--- src/rtl/pong_uart_pkg.sv ---
// Shared definitions for the pong UART link (frame controller today, tx framer later).
//   SYNC_BYTE / CSUM_SEED : frame marker and checksum seed
//   ID_P1 / ID_P2         : player identifiers carried in the ID byte
//   MAX_POS               : paddle position ceiling; larger positions are clamped
//   state_t               : frame parser states
//   frame_t               : ID/POS latched while a frame is being parsed
package pong_uart_pkg;

  localparam logic [7:0] SYNC_BYTE = 8'hA5;
  localparam logic [7:0] CSUM_SEED = 8'h5A;
  localparam logic [7:0] ID_P1     = 8'h01;
  localparam logic [7:0] ID_P2     = 8'h02;
  localparam logic [7:0] MAX_POS   = 8'd200;
  localparam logic [7:0] POS_RST   = 8'd100;  // centre of the field (MAX_POS/2)

  typedef enum logic [1:0] {
    HUNT     = 2'd0,
    GET_ID   = 2'd1,
    GET_POS  = 2'd2,
    GET_CSUM = 2'd3
  } state_t;

  typedef struct packed {
    logic [7:0] id;
    logic [7:0] pos;
  } frame_t;

  function automatic logic [7:0] calc_csum(input logic [7:0] id, input logic [7:0] pos);
    return id ^ pos ^ CSUM_SEED;
  endfunction

  function automatic logic [7:0] clamp_pos(input logic [7:0] pos);
    return (pos > MAX_POS) ? MAX_POS : pos;
  endfunction

endpackage

--- src/rtl/uart_paddle_frame_ctrl_if.sv ---
// Byte stream in from the UART receiver and paddle status out to the game logic.
//   master : producer of rx_byte/rx_valid, consumer of paddle/link status
//   slave  : the frame controller
interface uart_paddle_frame_ctrl_if;
  logic [7:0] rx_byte;
  logic       rx_valid;
  logic [7:0] p1_pos;
  logic [7:0] p2_pos;
  logic       p1_upd;
  logic       p2_upd;
  logic       frame_err;
  logic [7:0] err_count;
  logic       link_up;

  modport master (
    output rx_byte, rx_valid,
    input  p1_pos, p2_pos, p1_upd, p2_upd, frame_err, err_count, link_up
  );

  modport slave (
    input  rx_byte, rx_valid,
    output p1_pos, p2_pos, p1_upd, p2_upd, frame_err, err_count, link_up
  );
endinterface

--- src/rtl/uart_timeout_ctr.sv ---
// Saturating cycle counter used for timeouts.
//   clk_fpga, reset_n : clock, async active-low reset
//   clear             : synchronous clear (wins over enable)
//   enable            : count one cycle
//   expired           : high while the count equals LIMIT; the count holds there
module uart_timeout_ctr #(
  parameter int unsigned LIMIT = 16
) (
  input  logic clk_fpga,
  input  logic reset_n,
  input  logic clear,
  input  logic enable,
  output logic expired
);

  localparam int unsigned W = $clog2(LIMIT + 1);
  localparam logic [W-1:0] LIM = W'(LIMIT);

  logic [W-1:0] cnt;

  always_ff @(posedge clk_fpga or negedge reset_n) begin
    if (!reset_n)                cnt <= '0;
    else if (clear)              cnt <= '0;
    else if (enable && !expired) cnt <= cnt + 1'b1;
  end

  assign expired = (cnt == LIM);

endmodule

--- src/rtl/uart_paddle_frame_ctrl.sv ---
// Frame controller behind the UART receiver: hunts for SYNC, parses
// {SYNC, ID, POS, CSUM} frames, publishes clamped per-player paddle positions.
//   clk_fpga, reset_n : 100 MHz clock, async active-low reset
//   bus (slave)       : rx_byte/rx_valid in; p1/p2_pos, p1/p2_upd, frame_err,
//                       err_count, link_up out (all outputs registered)
//   BYTE_TIMEOUT      : max idle cycles between bytes inside a frame
//   LINK_TIMEOUT      : cycles without a good frame before link_up drops
module uart_paddle_frame_ctrl
  import pong_uart_pkg::*;
#(
  parameter int unsigned BYTE_TIMEOUT = 208_333,
  parameter int unsigned LINK_TIMEOUT = 10_000_000
) (
  input  logic                     clk_fpga,
  input  logic                     reset_n,
  uart_paddle_frame_ctrl_if.slave  bus
);

  state_t state_q, state_d;
  frame_t frm_q, frm_d;
  logic   accept_c, err_c;
  logic   byte_exp, link_exp;

  // Inter-byte timer only runs mid-frame; any byte or a return to HUNT restarts it.
  uart_timeout_ctr #(.LIMIT(BYTE_TIMEOUT)) u_byte_tmr (
    .clk_fpga (clk_fpga),
    .reset_n  (reset_n),
    .clear    (bus.rx_valid || (state_q == HUNT) || err_c),
    .enable   (state_q != HUNT),
    .expired  (byte_exp)
  );

  // Link timer free-runs and saturates; only a good frame restarts it.
  uart_timeout_ctr #(.LIMIT(LINK_TIMEOUT)) u_link_tmr (
    .clk_fpga (clk_fpga),
    .reset_n  (reset_n),
    .clear    (accept_c),
    .enable   (1'b1),
    .expired  (link_exp)
  );

  always_ff @(posedge clk_fpga or negedge reset_n) begin
    if (!reset_n) begin
      state_q <= HUNT;
      frm_q   <= '0;
    end else begin
      state_q <= state_d;
      frm_q   <= frm_d;
    end
  end

  // A byte on the same cycle as expiry takes priority: rx_valid is checked first.
  always_comb begin
    state_d  = state_q;
    frm_d    = frm_q;
    accept_c = 1'b0;
    err_c    = 1'b0;
    unique case (state_q)
      HUNT: begin
        if (bus.rx_valid && bus.rx_byte == SYNC_BYTE) state_d = GET_ID;
      end
      GET_ID: begin
        if (bus.rx_valid) begin
          if (bus.rx_byte == ID_P1 || bus.rx_byte == ID_P2) begin
            frm_d.id = bus.rx_byte;
            state_d  = GET_POS;
          end else begin
            err_c   = 1'b1;
            state_d = HUNT;
          end
        end else if (byte_exp) begin
          err_c   = 1'b1;
          state_d = HUNT;
        end
      end
      GET_POS: begin
        if (bus.rx_valid) begin
          frm_d.pos = bus.rx_byte;
          state_d   = GET_CSUM;
        end else if (byte_exp) begin
          err_c   = 1'b1;
          state_d = HUNT;
        end
      end
      GET_CSUM: begin
        if (bus.rx_valid) begin
          if (bus.rx_byte == calc_csum(frm_q.id, frm_q.pos)) accept_c = 1'b1;
          else                                                err_c    = 1'b1;
          state_d = HUNT;
        end else if (byte_exp) begin
          err_c   = 1'b1;
          state_d = HUNT;
        end
      end
      default: state_d = HUNT;
    endcase
  end

  always_ff @(posedge clk_fpga or negedge reset_n) begin
    if (!reset_n) begin
      bus.p1_pos    <= POS_RST;
      bus.p2_pos    <= POS_RST;
      bus.p1_upd    <= 1'b0;
      bus.p2_upd    <= 1'b0;
      bus.frame_err <= 1'b0;
      bus.err_count <= '0;
      bus.link_up   <= 1'b0;
    end else begin
      bus.p1_upd    <= accept_c && (frm_q.id == ID_P1);
      bus.p2_upd    <= accept_c && (frm_q.id == ID_P2);
      bus.frame_err <= err_c;
      if (accept_c && frm_q.id == ID_P1) bus.p1_pos <= clamp_pos(frm_q.pos);
      if (accept_c && frm_q.id == ID_P2) bus.p2_pos <= clamp_pos(frm_q.pos);
      if (err_c && bus.err_count != 8'hFF) bus.err_count <= bus.err_count + 8'd1;
      if (accept_c)      bus.link_up <= 1'b1;
      else if (link_exp) bus.link_up <= 1'b0;
    end
  end

endmodule

--- src/flat_wrapper.sv ---
// flat-port wrapper written by rule: the top's interface ports become plain ports
module uart_paddle_frame_ctrl_flat import pong_uart_pkg::*;
#(
  parameter int unsigned BYTE_TIMEOUT = 208_333,
  parameter int unsigned LINK_TIMEOUT = 10_000_000
)
  (clk_fpga, reset_n, bus_rx_byte, bus_rx_valid, bus_p1_pos, bus_p2_pos, bus_p1_upd, bus_p2_upd, bus_frame_err, bus_err_count, bus_link_up);
  uart_paddle_frame_ctrl_if bus_i ();
  input  logic clk_fpga;
  input  logic reset_n;
  input wire logic [$bits(bus_i.rx_byte)-1:0] bus_rx_byte;
  input wire logic [$bits(bus_i.rx_valid)-1:0] bus_rx_valid;
  output wire logic [$bits(bus_i.p1_pos)-1:0] bus_p1_pos;
  output wire logic [$bits(bus_i.p2_pos)-1:0] bus_p2_pos;
  output wire logic [$bits(bus_i.p1_upd)-1:0] bus_p1_upd;
  output wire logic [$bits(bus_i.p2_upd)-1:0] bus_p2_upd;
  output wire logic [$bits(bus_i.frame_err)-1:0] bus_frame_err;
  output wire logic [$bits(bus_i.err_count)-1:0] bus_err_count;
  output wire logic [$bits(bus_i.link_up)-1:0] bus_link_up;
  assign bus_i.rx_byte = bus_rx_byte;
  assign bus_i.rx_valid = bus_rx_valid;
  assign bus_p1_pos = bus_i.p1_pos;
  assign bus_p2_pos = bus_i.p2_pos;
  assign bus_p1_upd = bus_i.p1_upd;
  assign bus_p2_upd = bus_i.p2_upd;
  assign bus_frame_err = bus_i.frame_err;
  assign bus_err_count = bus_i.err_count;
  assign bus_link_up = bus_i.link_up;
  uart_paddle_frame_ctrl #(.BYTE_TIMEOUT(BYTE_TIMEOUT), .LINK_TIMEOUT(LINK_TIMEOUT)) u_core (.clk_fpga(clk_fpga), .reset_n(reset_n), .bus(bus_i));
endmodule
--- config.mk ---
export PLATFORM = sky130hd
export DESIGN_NAME = uart_paddle_frame_ctrl_flat
export DESIGN_NICKNAME = d
export VERILOG_FILES = /design/src/rtl/pong_uart_pkg.sv /design/src/rtl/uart_paddle_frame_ctrl_if.sv /design/src/rtl/uart_timeout_ctr.sv /design/src/rtl/uart_paddle_frame_ctrl.sv /design/src/flat_wrapper.sv
export SDC_FILE = /design/constraint.sdc
export NUM_CORES = 1
export LEC_CHECK = 0
export ABC_CLOCK_PERIOD_IN_PS = 2700
export CAP_MARGIN = 20
export CORE_UTILIZATION = 53
export DETAILED_ROUTE_END_ITERATION = 8
export PLACE_DENSITY = 0.74
export SLEW_MARGIN = 10
export SYNTH_ARGS = -nofsm -noshare
export SYNTH_HDL_FRONTEND = slang
export SYNTH_SLANG_ARGS = --single-unit
export TNS_END_PERCENT = 100
--- constraint.sdc ---
create_clock -name clk_fpga -period 2.7 [get_ports clk_fpga]
set_input_delay 0.54 -clock clk_fpga [delete_from_list [all_inputs] [get_ports clk_fpga]]
set_output_delay 0.54 -clock clk_fpga [all_outputs]
set_load 0.01 [all_outputs]
Word-level counts from Yosys, hierarchy flattened
Cells that the tools add are included.

word-level totals
  register bits = 88
  input bits = 11
  output and inout bits = 28
  logic and storage cells = 71

operators by class
  add/subtract/negate cells = 3
  order comparisons = 1
  equal/unequal tests = 14
  mux-type cells = 24
  bitwise gates (word level) = 2
  reduce and logical (&&, ||, !) cells = 15

operators with widths
  cell                                           count
  two-way mux 24 bit                             2
  two-way mux 18 bit                             2
  adder 24 x 1 -> 24 bit, second input constant  1
  == test 24 bit, second input constant          1
  adder 18 x 1 -> 18 bit, second input constant  1
  == test 18 bit, second input constant          1
  == test 8 x 1 -> 1 bit, second input constant  2
  == test 8 x 2 -> 1 bit, second input constant  2
  two-way mux 2 bit                              6
  two-way mux 1 bit                              11
  adder 8 x 1 -> 8 bit, second input constant    1
  == test 8 bit                                  1
  == test 8 bit, second input constant           1
  > comparator 8 bit, second input constant      1
  two-way mux 8 bit                              1
  inequality test 8 bit, second input constant   1
  case mux 2 bit (4 select lines)                1
  XOR 8 bit                                      1
  nonzero test 2 bit                             3
  logical AND 1 bit                              5
  == test 2 bit, second input constant           2
  inverter 4 bit                                 1
  logical OR 1 bit                               3
  case mux 1 bit (3 select lines)                1
  other kinds (7)                                7

Logic depth before layout (Yosys ltp)
Gate-level depths: netlist (run 1).

  depth after elaboration = 8
  mapped depth = 9
  mapped depth without buffers = 8

By module
From an unflattened synthesis (run 1), not the netlist that was laid out.

unflattened totals
  cell total of the unflattened synthesis = 424
  area, all modules = 4,631.9 um^2

modules (own cells, without submodules)
  module                                 instances  cells each  area an instance (um^2)  seq. area each (um^2)
  uart_paddle_frame_ctrl                 1          154         2,098.3                  1,158.6
  uart_timeout_ctr at u_core.u_link_tmr  1          147         1,386.3                  600.6
  uart_timeout_ctr at u_core.u_byte_tmr  1          123         1,147.4                  450.4

Worst setup path before layout (run 1)
OpenSTA, ideal clock, no wires.

  kind = in2reg
  start = input port bus_rx_byte[0]
  end = register u_core.bus.p2_pos[3]
  setup time = 0.119 ns
  arrival time = 2.013 ns
  data required time = 2.581 ns
  path slack = 0.567 ns
  stages = 7
  path buffers = 1
  cell sequence = xnor3_4 > nand4_4 > nor4_4 > nand4b_4 > buf_4 > nand2_1 > o21ai_2

between the ends
  word-level cells in the longest chain between the ends = 5

ends and longest elaborated chain
  element                 line                             source
  start: declaration      flat_wrapper.sv:11               input wire logic [$bits(bus_i.rx_byte)-1:0] bus_rx_byte;
  == test 8 bit           uart_paddle_frame_ctrl.sv:87     if (bus.rx_byte == calc_csum(frm_q.id, frm_q.pos)) accept_c = 1'b1;
  two-way mux 1 bit       uart_paddle_frame_ctrl.sv:87
  two-way mux 1 bit       uart_paddle_frame_ctrl.sv:86     if (bus.rx_valid) begin
  two-way mux 1 bit       uart_paddle_frame_ctrl.sv:58     unique case (state_q)
  logical AND 1 bit       uart_paddle_frame_ctrl.sv:113    if (accept_c && frm_q.id == ID_P2) bus.p2_pos <= clamp_pos(frm_q.pos);
  end signal: assignment  uart_paddle_frame_ctrl.sv:113
  end: declaration        uart_paddle_frame_ctrl_if.sv:22  output p1_pos, p2_pos, p1_upd, p2_upd, frame_err, err_count, link_up

Every way passes these cells.
A chain may end at the register's enable or synchronous reset.

Final worst setup path (run 1)
  start = input port bus_rx_byte[1]
  end = register u_core.bus.err_count[1]

between the ends
  word-level cells in the longest chain between the ends = 6
  elaborated cells between the ends (all ways) = 10
  classes of those cells = 3 x eq/ne; 5 x mux; 2 x reduce/logical

ends and longest elaborated chain
  element                                                                  line                             source
  == test 8 x 1 -> 1 bit / == test 8 x 2 -> 1 bit (equally long branches)  uart_paddle_frame_ctrl.sv:64     if (bus.rx_byte == ID_P1 || bus.rx_byte == ID_P2) begin
  logical OR 1 bit                                                         uart_paddle_frame_ctrl.sv:64
  two-way mux 1 bit                                                        uart_paddle_frame_ctrl.sv:64
  two-way mux 1 bit                                                        uart_paddle_frame_ctrl.sv:63     if (bus.rx_valid) begin
  case mux 1 bit (3 select lines) *                                        uart_paddle_frame_ctrl.sv:58
  logical AND 1 bit *                                                      uart_paddle_frame_ctrl.sv:114    if (err_c && bus.err_count != 8'hFF) bus.err_count <= bus.err_count + 8'd1;
  end signal: assignment                                                   uart_paddle_frame_ctrl.sv:114
  end: declaration                                                         uart_paddle_frame_ctrl_if.sv:22

Every way passes the cells marked *; elsewhere a longest branch is shown, timed or not.

==> results of run 1 <==
flip-flops by register name, indices dropped and copies added, names as in the netlist:
name	cells
u_core.state_q	2
u_core.bus.p1_pos	8
u_core.bus.p2_upd	1
u_core.u_byte_tmr.cnt	18
u_core.u_link_tmr.cnt	24
u_core.bus.link_up	1
u_core.frm_q	16
u_core.bus.p2_pos	8
u_core.bus.frame_err	1
u_core.bus.err_count	8
u_core.bus.p1_upd	1
power groups by stage:
stage	Combinational (uW)	Clock, uW	Sequential, uW
floorplan	56.9	0	1360
global placement	118	0	1370
detailed placement	120	0	1370
CTS	120	1010	1340
global route	129	1060	1340
finish	117	980	1340
worst max path at each step:
stage | from | endpoint | slack, ps | cells after the start
2_1_floorplan | bus_rx_byte[0] | u_core.bus.p2_pos[3]$_DFFE_PN0P_ | 570 | 7
3_3_place_gp | bus_rx_byte[1] | u_core.bus.err_count[1]$_DFFE_PN0P_ | 70 | 8
3_5_place_dp | bus_rx_byte[1] | u_core.bus.err_count[1]$_DFFE_PN0P_ | 20 | 8
4_1_cts | bus_rx_byte[1] | u_core.bus.err_count[1]$_DFFE_PN0P_ | 370 | 8
5_1_grt | bus_rx_valid | u_core.bus.err_count[1]$_DFFE_PN0P_ | 280 | 7
6_report | bus_rx_byte[1] | u_core.bus.err_count[1]$_DFFE_PN0P_ | 370 | 8
area by class of cell:
type                            count  area (sq um)
Tap cell                          102         127.6
Clock inverter                      3         65.06
Timing Repair Buffer               53         515.5
Fill cell                         616          2666
Multi-Input combinational cell    294          2041
Sequential cell                    88          2210
Inverter                            9         33.78
Clock buffer                       13         148.9
logic make-up (layout without fill, tap and decap cells):
kind of cell,count (synthesis),count (layout),synth area share [%]
multiplexers,16,16,4.131
XOR/XNOR,53,53,13.52
adder cells (fa/ha/maj),5,5,1.444
buffers and inverters,18,78,1.878
AND/OR/NAND/NOR,193,193,23.95
AO/OA/AOI/OAI,27,27,4.073
flip-flops,88,88,51.01
metal layers:
metal	vias up	track usage, %	part of all wire, %
li1	1488	-	-
met1	1495	29.13	49
met2	53	30.25	47
met3	6	4.433	3.3
met4	0	7.031	1.0
met5	-	0	0
through the flow:
| step | instance area [sq um] | utilization [%] |
|---|---|---|
| global placement | 4927 | 63.11 |
| floorplan | 4332 | - |
| CTS | 5141 | 65.85 |
| global route | 5141 | 65.85 |
| finish | 5141 | 65.85 |
| detailed placement | 4927 | 63.11 |
placed cells by master (no fill, tap or decap), types with 3 or more instances in the layout:
master	synthesis	routed
dfrtp_1	82	82
nor2_1	53	53
nand2_1	45	45
clkdlybuf4s50_1	0	37
xor2_1	25	25
nand3_1	22	22
xnor2_1	20	20
nand4_1	15	15
buf_4	1	14
mux2_2	13	13
and3_1	11	11
clkbuf_8	0	10
inv_1	9	9
and2_1	9	9
o21ai_1	8	8
nor3_1	6	6
dfstp_2	6	6
a21oi_1	5	5
nor4_1	5	5
ha_1	5	5
nor4b_1	4	4
o21ai_2	4	4
or3_1	3	3
xnor3_1	3	3
clkbuf_1	5	3
==> qor.txt, run 1 <==
Clock group share of total power - 40.2%
VDD IR max - 356.8 uV
Sw Ratio - 20.64%
Reg power frac - 55.0%
Cells after DPL - 546
Post-synth top area share - 47.37%
CP dominant cell by count - nand3_1
#FFs+latches synth - 88
Req. time, crit path - 2940 ps
Cell count of the worst reg-to-reg path - 7
Largest net degree at the start of global routing - 67
Worst path bufs/invs - 2
Cell taking the most area after synthesis - dfrtp_1
Post-synthesis cell type count - 56
Setup crit end kind - register
Reg clk slew, reported paths - 80 ps
Cells after synthesis - 400
Worst Hold Class - in -> async
Top post-synthesis cells by area - dfrtp_1 47%, xor2_1 5.1%, nor2_1 4.6%, xnor2_1 4.0%, nand2_1 3.9%
Post-Syn Nets - 416
Inserted Diodes - 0
Non-Filler Instances - 562
CTS tree - yes
Final max-slew violation count - 0
Post-CTS setup buffers - 0
Sink Count - 88
Setup WS pre-CTS - 24.23 ps
Cts bufs inserted - 9
Number of buffers inserted by hold repair at cts - 0
Syn_area_per_cell - 10.83 sq um
Row cnt - 32
First-pass GRT wire length - 13.54 mm
Slowest cell on the critical path - clkdlybuf4s50_1
Post-synth EDFFs - 0
Detailed Place HPWL - 5.668 mm
Antenna violations before repair - 0
RSZ-0062 raised after global routing - no
Drt wl/cell - 14.13 um
IO Port Bufs - 38
Final critical-path share of the clock period - 86.39%
Initial Util - 55.48%
Min Hold Slack - 73.76 ps
Root buffer cell - clkbuf_8
Top post-synthesis cells by count - 82 x dfrtp_1, 53 x nor2_1, 45 x nand2_1
Max Cap Violations - 0
R2r setup slk - 590 ps
Total power - 2437 uW
Area grow syn2layout - 18.69%
PostCTS Resize Cnt - 0
Vias in the first global route - 2,887
CTS H-tree depth - 3
Comb power frac - 4.8%
Vias/cell - 5.413
Die Span Y - 92.41 um
Ports - 39
Cell Area, Synth - 0.004332 sq mm
CTS Buffer Depth - 2
Gpl congestion - 0.8173
Int Power - 1934 uW
Post-route DRC - 0
Critical-path cell list - clkdlybuf4s50_1 -> buf_4 -> xor2_1 -> nand3_1 -> nand2_1 -> o211ai_1 -> nand3_1 -> mux2_2
Register area share after synthesis - 51.01%
Rel. slew slack - 55.47%
Skew final - 7.952 ps
Clk_lat worst skew - 350 ps
Setup violators final - 0
CP peak stage delay - 460 ps
CP max FO - 6
Final WL - 7.941 mm
Via count - 3,042
Final hold violations - 0
Worst slew pin tran - 661.8 ps
Sw Pwr - 503.1 uW
TritonRoute pass-1 iters - 4
Post-synth top flop - dfrtp_1
Total track usage - 20.21%
PnR worst setup slack - 367.5 ps
Yosys warnings - 0
Fin crit period - 2332 ps
WP data arrival - 2570 ps
Share of layout cells above drive strength 1 - 13.91%
Die footprint - 0.008539 sq mm
Power Density - 474.0 mW/mm^2
Outcome - finished clean
Number of nets with antenna violations after routing - 0
R2r startpoint - u_core.frm_q[5]$_DFFE_PN0P_
Post-synth ARST share - 100.0%
Critical path type - in -> reg
Die width - 92.41 um
GRT overflow - 0
Leak - 0.002296 uW
Most common cell in the netlist - dfrtp_1
Final setup TNS - 0 ps
Core Region - 0.007807 sq mm
Max Clock Freq - 428.7 MHz
R2R Path End - u_core.bus.p2_pos[1]$_DFFE_PN0P_
Initial DRC Count - 84
Setup crit start kind - input pin
Final net count - 471
CP delay by family, top - buffers and inverters
Note: power is estimated with default switching activity, not from simulation.
==> run 2, diff against run 1 <==
--- a/config.mk
+++ b/config.mk
@@ -9,6 +9,7 @@
 export CAP_MARGIN = 20
 export CORE_UTILIZATION = 53
 export DETAILED_ROUTE_END_ITERATION = 8
+export MAX_ROUTING_LAYER = met4
 export PLACE_DENSITY = 0.74
 export SLEW_MARGIN = 10
 export SYNTH_ARGS = -nofsm -noshare
==> run 2 against run 1 <==
Against the previous run: sequential share of layout area is the same; first-iteration DRC count grew 4.8%; cell count did not move.
==> qor.txt, run 2 (synthesized netlist as in run 1, its figures left out) <==
Worst Hold Class - in -> async
Antenna violations before repair - 0
Critical path type - in -> reg
CP dominant cell by count - nand3_1
Flip-flop count of the largest register, all copies and words added - 24
First-pass GRT wire length - 13.52 mm
Max Cap Violations - 0
Clk_lat worst skew - 350 ps
Setup violators final - 0
Post-route DRC - 0
Final net count - 471
Max Clock Freq - 428.9 MHz
Fin crit period - 2331 ps
Reg clk slew, reported paths - 80 ps
CP max FO - 6
Ports - 39
CP peak stage delay - 470 ps
Outcome - finished clean
Drt wl/cell - 14.13 um
CTS H-tree depth - 3
R2r setup slk - 580 ps
IO Port Bufs - 38
Gpl congestion - 0.8295
Final hold violations - 0
GRT overflow - 0
FILL cells - 616
Setup WS pre-CTS - 24.23 ps
Post-CTS setup buffers - 0
Final WL - 7.940 mm
Sink Count - 88
PostCTS Resize Cnt - 0
Total track usage - 20.80%
Number of buffers inserted by hold repair at cts - 0
Cts bufs inserted - 9
Biggest regs - u_core.u_link_tmr.cnt (24), u_core.u_byte_tmr.cnt (18), u_core.frm_q (16)
Largest net degree at the start of global routing - 67
Final setup TNS - 0 ps
RSZ-0062 raised after global routing - no
Power Density - 474.0 mW/mm^2
Final max-slew violation count - 0
Die Span Y - 92.41 um
Critical-path cell list - clkdlybuf4s50_1 -> buf_4 -> xor2_1 -> nand3_1 -> nand2_1 -> o211ai_1 -> nand3_1 -> mux2_2
Root buffer cell - clkbuf_8
Most frequent cells in the layout - 82 x dfrtp_1, 53 x nor2_1, 45 x nand2_1
Slowest cell on the critical path - o211ai_1
Number of nets with antenna violations after routing - 0
PnR worst setup slack - 368.6 ps
Share of layout cells above drive strength 1 - 13.91%
Setup crit end kind - register
Most common cell after layout, fill and taps aside - dfrtp_1
Die footprint - 0.008539 sq mm
Inserted Diodes - 0
Area grow syn2layout - 18.69%
Setup crit start kind - input pin
Detailed Place HPWL - 5.668 mm
Initial Util - 55.48%
Rel. slew slack - 56.07%
Req. time, crit path - 2940 ps
CTS tree - yes
TritonRoute pass-1 iters - 4
VDD IR max - 356.6 uV
Most flop-heavy register - u_core.u_link_tmr.cnt
Worst slew pin tran - 652.9 ps
Die width - 92.41 um
Total power - 2437 uW
CTS Buffer Depth - 2
WP data arrival - 2570 ps
Row cnt - 32
Vias/cell - 5.436
Vias in the first global route - 2,880
Skew final - 7.780 ps
Final critical-path share of the clock period - 86.35%
Leak - 0.002296 uW
Core Region - 0.007807 sq mm
Via count - 3,055
Initial DRC Count - 88
==> run 2: cell counts in the layout (fill, tap and decap cells not counted) <==
No cell type changed its count.
==> run 2: critical path, delay by kind of cell <==
family,cells,cell delay (ps)
buffers and inverters,2,640
AOI/OAI and AO/OA,1,470
and+or+nand+nor,3,460
muxes,1,310
xor gates and xnor gates,1,150
==> run 2: worst paths after layout <==
check	startpoint	endpoint	cells past startpoint
min	reset_n	u_core.bus.link_up$_DFFE_PN0P_	1
max reg2reg	u_core.frm_q[5]$_DFFE_PN0P_	u_core.bus.p2_pos[1]$_DFFE_PN0P_	7
max in group asynchronous	reset_n	u_core.bus.p1_pos[6]$_DFFE_PN1P_	2
min in group clk_fpga	u_core.bus.p1_pos[5]$_DFFE_PN1P_	u_core.bus.p1_pos[5]$_DFFE_PN1P_	2
max	bus_rx_byte[1]	u_core.bus.err_count[1]$_DFFE_PN0P_	8
min reg2reg	u_core.bus.p1_pos[5]$_DFFE_PN1P_	u_core.bus.p1_pos[5]$_DFFE_PN1P_	2
==> run 2: final cells by class <==
cell class	instances	area (sq um)	area share [%]
clock buffer	13	148.9	2.896
clock inverter	3	65.06	1.266
sequential	88	2210	42.98
tap	102	127.6	2.482
inverter	9	33.78	0.6571
multi-input combinational	294	2041	39.69
timing repair buffer	53	515.5	10.03
==> run 2: routing by layer <==
layer	part of all wire, %	vias up	global-route usage (%)
met4	1.5	0	8.594
met5	0	-	-
met2	47	43	30.06
met3	2.6	8	3.448
li1	-	1489	-
met1	49	1515	29.29
==> run 2: power by group <==
group / switching [uW] / leakage (uW) / internal, uW / total [uW]
Clock: 433 / 0.000108 / 547 / 980
Sequential: 13.0 / 0.00118 / 1330 / 1340
Combinational: 57.1 / 0.00100 / 59.3 / 116
==> run 2: through the flow <==
step / cell area (sq um) / util (%) / hold WS, ps / cells
after floorplan: 4332 / - / 244.4 / 400
after global placement: 4927 / 63.11 / 454.3 / 546
after detailed placement: 4927 / 63.11 / 455.4 / 546
after CTS: 5141 / 65.85 / 69.33 / 562
after global routing: 5141 / 65.85 / 84.12 / 562
final: 5141 / 65.85 / 74.22 / 562
